### config.mk
export PLATFORM = sky130hd
export DESIGN_NAME = sync_filter_reg
export DESIGN_NICKNAME = d
export VERILOG_FILES = /design/src/rtl/sync_filter_pkg.sv /design/src/rtl/sync_filter_bit.sv /design/src/rtl/sync_filter_reg.sv
export SDC_FILE = /design/constraint.sdc
export NUM_CORES = 1
export LEC_CHECK = 0
export CORE_AREA = 2 2 39 41
export CTS_BUF_LIST = sky130_fd_sc_hd__clkbuf_16
export DETAILED_ROUTE_END_ITERATION = 7
export DIE_AREA = 0 0 41 43
export GPL_TIMING_DRIVEN = 0
export MAX_ROUTING_LAYER = met4
export PLACE_DENSITY = 0.45
export RECOVER_POWER = 25
export SKIP_LAST_GASP = 1
export SLEW_MARGIN = 0
export SYNTH_ARGS = -nofsm -noshare
export SYNTH_HDL_FRONTEND = slang
export SYNTH_SLANG_ARGS = --single-unit
### constraint.sdc
create_clock -name CLK -period 2.4 [get_ports CLK]
set_clock_uncertainty 0.15 [all_clocks]
set_input_delay 0.48 -clock CLK [delete_from_list [all_inputs] [get_ports CLK]]
set_output_delay 0.48 -clock CLK [all_outputs]
set_load 0.01 [all_outputs]
### src/rtl/sync_filter_pkg.sv
// rtl/sync_filter_pkg.sv - shared constants and helpers for the sync_filter_reg bank
package sync_filter_pkg;

  localparam int DEF_SYNC_STAGES   = 2;
  localparam int DEF_FILTER_CYCLES = 4;

  function automatic int cnt_width(input int filter_cycles);
    int w;
    w = $clog2(filter_cycles);
    return (w < 1) ? 1 : w;
  endfunction

endpackage

### src/rtl/sync_filter_bit.sv
// rtl/sync_filter_bit.sv - one bit: sync chain, glitch-filter counter, Q and edge pulses
// Edge registers exist only when SYNC_FILTER_EDGE_EN is defined.
module sync_filter_bit
  import sync_filter_pkg::*;
#(
  parameter int   SYNC_STAGES   = DEF_SYNC_STAGES,
  parameter int   FILTER_CYCLES = DEF_FILTER_CYCLES,
  parameter logic RESET_VAL     = 1'b0
) (
  input  logic i_clk,
  input  logic i_rst_n,
  input  logic i_d,
  input  logic i_sload,
  input  logic i_sval,
  output logic o_q,
  output logic o_rise,
  output logic o_fall,
  output logic o_stable
);

  localparam int            CW   = cnt_width(FILTER_CYCLES);
  localparam logic [CW-1:0] TERM = CW'(FILTER_CYCLES - 1);

  logic [SYNC_STAGES-1:0] r_sync;
  logic [CW-1:0]          r_cnt;
  logic                   r_q;
  logic [SYNC_STAGES:0]   w_chain;
  logic                   w_sl;
  logic                   w_diff;
  logic                   w_accept;

  assign w_chain  = {r_sync, i_d};
  assign w_sl     = r_sync[SYNC_STAGES-1];
  assign w_diff   = w_sl ^ r_q;
  assign w_accept = w_diff && (r_cnt == TERM);

  always_ff @(posedge i_clk or negedge i_rst_n) begin
    if (!i_rst_n) begin
      r_sync <= {SYNC_STAGES{RESET_VAL}};
      r_cnt  <= '0;
      r_q    <= RESET_VAL;
    end else if (i_sload) begin
      r_sync <= {SYNC_STAGES{i_sval}};
      r_cnt  <= '0;
      r_q    <= i_sval;
    end else begin
      r_sync <= w_chain[SYNC_STAGES-1:0];
      // Any agreement with Q before terminal count throws away the partial run.
      if (!w_diff) begin
        r_cnt <= '0;
      end else if (w_accept) begin
        r_q   <= w_sl;
        r_cnt <= '0;
      end else begin
        r_cnt <= r_cnt + CW'(1);
      end
    end
  end

`ifdef SYNC_FILTER_EDGE_EN
  logic r_rise;
  logic r_fall;

  always_ff @(posedge i_clk or negedge i_rst_n) begin
    if (!i_rst_n) begin
      r_rise <= 1'b0;
      r_fall <= 1'b0;
    end else if (i_sload) begin
      r_rise <= 1'b0;
      r_fall <= 1'b0;
    end else begin
      r_rise <= w_accept && w_sl;
      r_fall <= w_accept && !w_sl;
    end
  end

  assign o_rise = r_rise;
  assign o_fall = r_fall;
`else
  assign o_rise = 1'b0;
  assign o_fall = 1'b0;
`endif

  assign o_q      = r_q;
  assign o_stable = (r_cnt == '0) && (r_sync == {SYNC_STAGES{r_q}});

endmodule

### src/rtl/sync_filter_reg.sv
// rtl/sync_filter_reg.sv - WIDTH-bit synchronising glitch filter with per-bit edge pulses
// RISE/FALL are live only when SYNC_FILTER_EDGE_EN is defined; otherwise tied to 0.
module sync_filter_reg
  import sync_filter_pkg::*;
#(
  parameter int               WIDTH         = 1,
  parameter int               SYNC_STAGES   = DEF_SYNC_STAGES,
  parameter int               FILTER_CYCLES = DEF_FILTER_CYCLES,
  parameter logic [WIDTH-1:0] RESET_VAL     = {WIDTH{1'b0}}
) (
  input  logic             CLK,
  input  logic             RESET,
  input  logic [WIDTH-1:0] D,
  input  logic             SLOAD,
  input  logic [WIDTH-1:0] SVAL,
  output logic [WIDTH-1:0] Q,
  output logic [WIDTH-1:0] RISE,
  output logic [WIDTH-1:0] FALL,
  output logic             STABLE
);

  logic [WIDTH-1:0] w_stable;

  for (genvar i = 0; i < WIDTH; i++) begin : g_bit
    sync_filter_bit #(
      .SYNC_STAGES  (SYNC_STAGES),
      .FILTER_CYCLES(FILTER_CYCLES),
      .RESET_VAL    (RESET_VAL[i])
    ) u_bit (
      .i_clk   (CLK),
      .i_rst_n (RESET),
      .i_d     (D[i]),
      .i_sload (SLOAD),
      .i_sval  (SVAL[i]),
      .o_q     (Q[i]),
      .o_rise  (RISE[i]),
      .o_fall  (FALL[i]),
      .o_stable(w_stable[i])
    );
  end

  assign STABLE = &w_stable;

endmodule

==> results <==
- The clock period minus final worst setup slack is 2338 ps.
- Counting tap cells, the placed design contains a total of 48 instances.
- The max-cap violation count is 0.
- The number of CTS-inserted buffers is 3.
- The post-CTS setup buffer count is 0.
- Leaving out filler cells and counting taps, the final layout contains 52.
- STA classifies the critical path endpoint as an output port.
- Static timing analysis puts the maximum clock frequency at 427.8 MHz.
- Setup violations remaining at the end of the flow were counted as 0.
- Across the VDD grid, the largest voltage drop is 0.4432 mV.
- For this block, the initial DRC count from the detailed router was 1.
- The area share of the largest cell type after synthesis is 49.26%.
- The summed instance area of the synthesized netlist is 254.0 um^2.
- The wire length per cell is 8.500 um.
- After technology mapping, the gate count stands at 25.
- By count the netlist is led by sky130_fd_sc_hd__dfrtp_1, sky130_fd_sc_hd__inv_1, sky130_fd_sc_hd__o21ai_0.
- The tightest min-delay check is of the register to register type.
- The layer flagged by global routing as most heavily used is met4.
- The antenna diode instance count is 0.
- The synthesized design contains 5 register bits.
- In the global route stage, met1 resource usage came out at 6.209%.
- The clock network is responsible for 65.7% of the overall power.
- After floorplanning, the core was sized to cover 0.001384 mm^2.
- By area the synthesized netlist is led by sky130_fd_sc_hd__dfrtp_1, sky130_fd_sc_hd__ha_1, sky130_fd_sc_hd__o21ai_0.
- The total number of vias is 187.
- At the end of the flow, the number of nets in the layout was 44.
- Sequential cells were found to cover 49.26% of the synthesized design area.
- The static power due to leakage is 0.1941 nW.
- The deepest level of the CTS H-tree is 1.
- The starting utilization of the core area is 18.35%.
- The proportion of power drawn by flip-flops and latches is 24.4%.
- The largest total area in the synthesized netlist belongs to sky130_fd_sc_hd__dfrtp_1.
- From bottom edge to top edge, the die measures 43 um.
- The number of endpoints with negative hold slack in the final report is 0.
- In this run, distinct cell masters in the synthesized netlist total 14.
- In the routed layout, each cell is associated on average with a via count of 3.596.
- The global-route wire length before repair is 717 um.
- The number of gates given a new drive strength after cts is 0.
- The cell area power density is 979.0 mW/mm^2.
- The global routing usage on met3 is 4.712%.
- The critical path start-end classification is register to output port.
- The clock-pin slew on the worst setup and hold paths is 30 ps.
- The boundary pin count is 9.
- After legalization and detailed placement, the total HPWL measured 356.1 um.
- The top fanout value on the critical path is 5.
- Input and output buffers added on the ports amount to 6.
- The routed wire length is 442 um.
- The final period utilization is 97.40%.
- For this run, the leading register cell type out of synthesis is sky130_fd_sc_hd__dfrtp_1.
- TritonCTS built the clock tree.
- In this run, the combinational gates consume 9.9% of the power.
- For the worst-skew pair, the clock arrives at the later sink with an insertion delay of 230 ps.
- The worst stage delay on the critical path is 540 ps.
- In the post-synthesis netlist, the cell with the most instances is sky130_fd_sc_hd__dfrtp_1.
- The layout-stage area growth over the synthesis result is 64.04%.
- The required time of the worst setup path is 1770 ps.
- The net switching power is 0.07578 mW.
- Among all stages on the critical path, the largest delay is contributed by sky130_fd_sc_hd__clkdlybuf4s50_1.
- Cells fill 30.11% of the core in the end.
- The horizontal die dimension is 41 um.
- The met2 global-route usage is 8.750%.
- After filler insertion, the fill cell instance count of the layout stands at 149.
- After synthesis, the mean cell area works out to 10.16 um^2.
- The number of iterations in the first detailed-routing pass is 2.
- Routability-driven placement finished with a final weighted congestion of 0.6230.
- The total global-route track usage is 7.342%.
- The run finished with clean final reports.
- The via count of the first global-routing pass is 189.
- Overall power consumption after layout is estimated at 0.4079 mW.
- The cell at the root of the clock tree is sky130_fd_sc_hd__clkbuf_16.
- The number of pins with negative max-slew slack in the final report is 0.
- Once detail routing completed, the nets flagged for antenna violations numbered 0.
- The floorplan step defined a die boundary enclosing 0.001763 mm^2.
- The warning count from the yosys run is 0.
- The maximum clock path buffer count is 2.
- The worst endpoint data arrival time is 1710 ps.
- The number of flops mapped to enable cells by yosys is 0.
- Setup repair after global routing left no endpoint under its margin.
- The sum of negative setup slack is 0 ps.
- The share of flip-flops with an asynchronous set or reset after synthesis is 100.0%.
- The cell area after layout is 416.7 um^2.
- The initial antenna violation count came to 0.
- The number of sinks on the clock net is 5.
- Entering global routing, the biggest net connects 7 pins.
- The number of cell rows is 14.
- Traced cell by cell, the critical path runs through or3_1, a21boi_1, clkdlybuf4s50_1.
- The sum of overflow across all layers after global routing is 0.
- The remaining routing DRC violations is 0.
- The internal power contribution is 0.3321 mW.
- Net switching is 18.58% of the power.
- The total placed instance area is 337.8 um^2.
- The worst setup path is launched from a register.
- Hold repair after CTS inserted 0 buffers.
- The share of layout cells above drive strength 1 is 13.89%.
worst paths after layout:
check                                                       start                                  to  slack [ps]  cells after the start
min in group asynchronous                                   RESET   g_bit[0].u_bit.r_cnt[0]$_DFF_PN0_         410                      1
worst max-delay path               g_bit[0].u_bit.o_q$_DFFE_PN0P_                              STABLE          60                      3
worst min-delay path            g_bit[0].u_bit.r_cnt[0]$_DFF_PN0_   g_bit[0].u_bit.r_cnt[0]$_DFF_PN0_         310                      1
max in group asynchronous                                   RESET  g_bit[0].u_bit.r_sync[0]$_DFF_PN0_        1490                      1
worst max register to register  g_bit[0].u_bit.r_cnt[0]$_DFF_PN0_      g_bit[0].u_bit.o_q$_DFFE_PN0P_        1260                      3
worst min register to register  g_bit[0].u_bit.r_cnt[0]$_DFF_PN0_   g_bit[0].u_bit.r_cnt[0]$_DFF_PN0_         310                      1
placed cells by master (no fill, tap or decap), types with 2 or more instances in the layout:
cell type                         n
sky130_fd_sc_hd__clkbuf_16        3
sky130_fd_sc_hd__o21ai_0          3
sky130_fd_sc_hd__ha_1             2
sky130_fd_sc_hd__inv_1            5
sky130_fd_sc_hd__buf_4            2
sky130_fd_sc_hd__dfrtp_1          5
sky130_fd_sc_hd__conb_1           2
sky130_fd_sc_hd__clkdlybuf4s50_1  5
cells by family after synthesis:
family / count (synthesis) / synth area share, %
AOI/OAI and AO/OA: 4 / 8.866
xor gates and xnor gates: 1 / 3.449
adders and majority gates: 2 / 9.851
buffers and inverters: 6 / 11.82
DFF: 5 / 49.26
muxes: 1 / 3.941
other: 1 / 1.476
and+or+nand+nor: 5 / 11.33
cell type report:
| cell class | count | area [um^2] | share of cell area [%] |
|---|---|---|---|
| buffer | 2 | 15.01 | 3.604 |
| clock buffer | 3 | 75.07 | 18.02 |
| clock inverter | 1 | 3.754 | 0.9009 |
| inverter | 4 | 15.01 | 3.604 |
| multi-input combinational | 15 | 102.6 | 24.62 |
| sequential | 5 | 125.1 | 30.03 |
| tap | 16 | 20.02 | 4.805 |
| timing repair buffer | 6 | 60.06 | 14.41 |
stage by stage:
| stage | worst slack (ps) | hold slack, ps |
|---|---|---|
| 6_report | 62.36 | 309.4 |
| 5_1_grt | 1.979 | 331.8 |
| 4_1_cts | 50.73 | 315.8 |
| 3_5_place_dp | 296.5 | 311.5 |
| 3_3_place_gp | 305.6 | 300.6 |
| 2_1_floorplan | 734.0 | 34.41 |
sequential cells by signal, indices dropped and copies added, names as in the netlist:
name                cells
g_bit.u_bit.r_cnt       2
g_bit.u_bit.r_sync      2
g_bit.u_bit.o_q         1
per-layer routing:
metal,share of wire [%],up-vias
met1,44,82
li1,-,98
met3,7.7,0
met4,0,0
met5,0,-
met2,48,7
power groups by stage:
stage / Sequential, mW / Combinational (mW) / Clock (mW)
finish: 0.0993 / 0.0405 / 0.268
global route: 0.101 / 0.0467 / 0.282
CTS: 0.0995 / 0.0418 / 0.275
detailed placement: 0.100 / 0.0418 / 0
global placement: 0.100 / 0.0407 / 0
floorplan: 0.0999 / 0.0209 / 0
worst max-delay path: cells and delay by family, from the launching register on:
kind                   cells  cell delay [ps]
buffers and inverters      1              540
AOI/OAI and AO/OA          1              150
and+or+nand+nor            1              380
DFF                        1              410
Note: power is estimated with default switching activity, not from simulation.
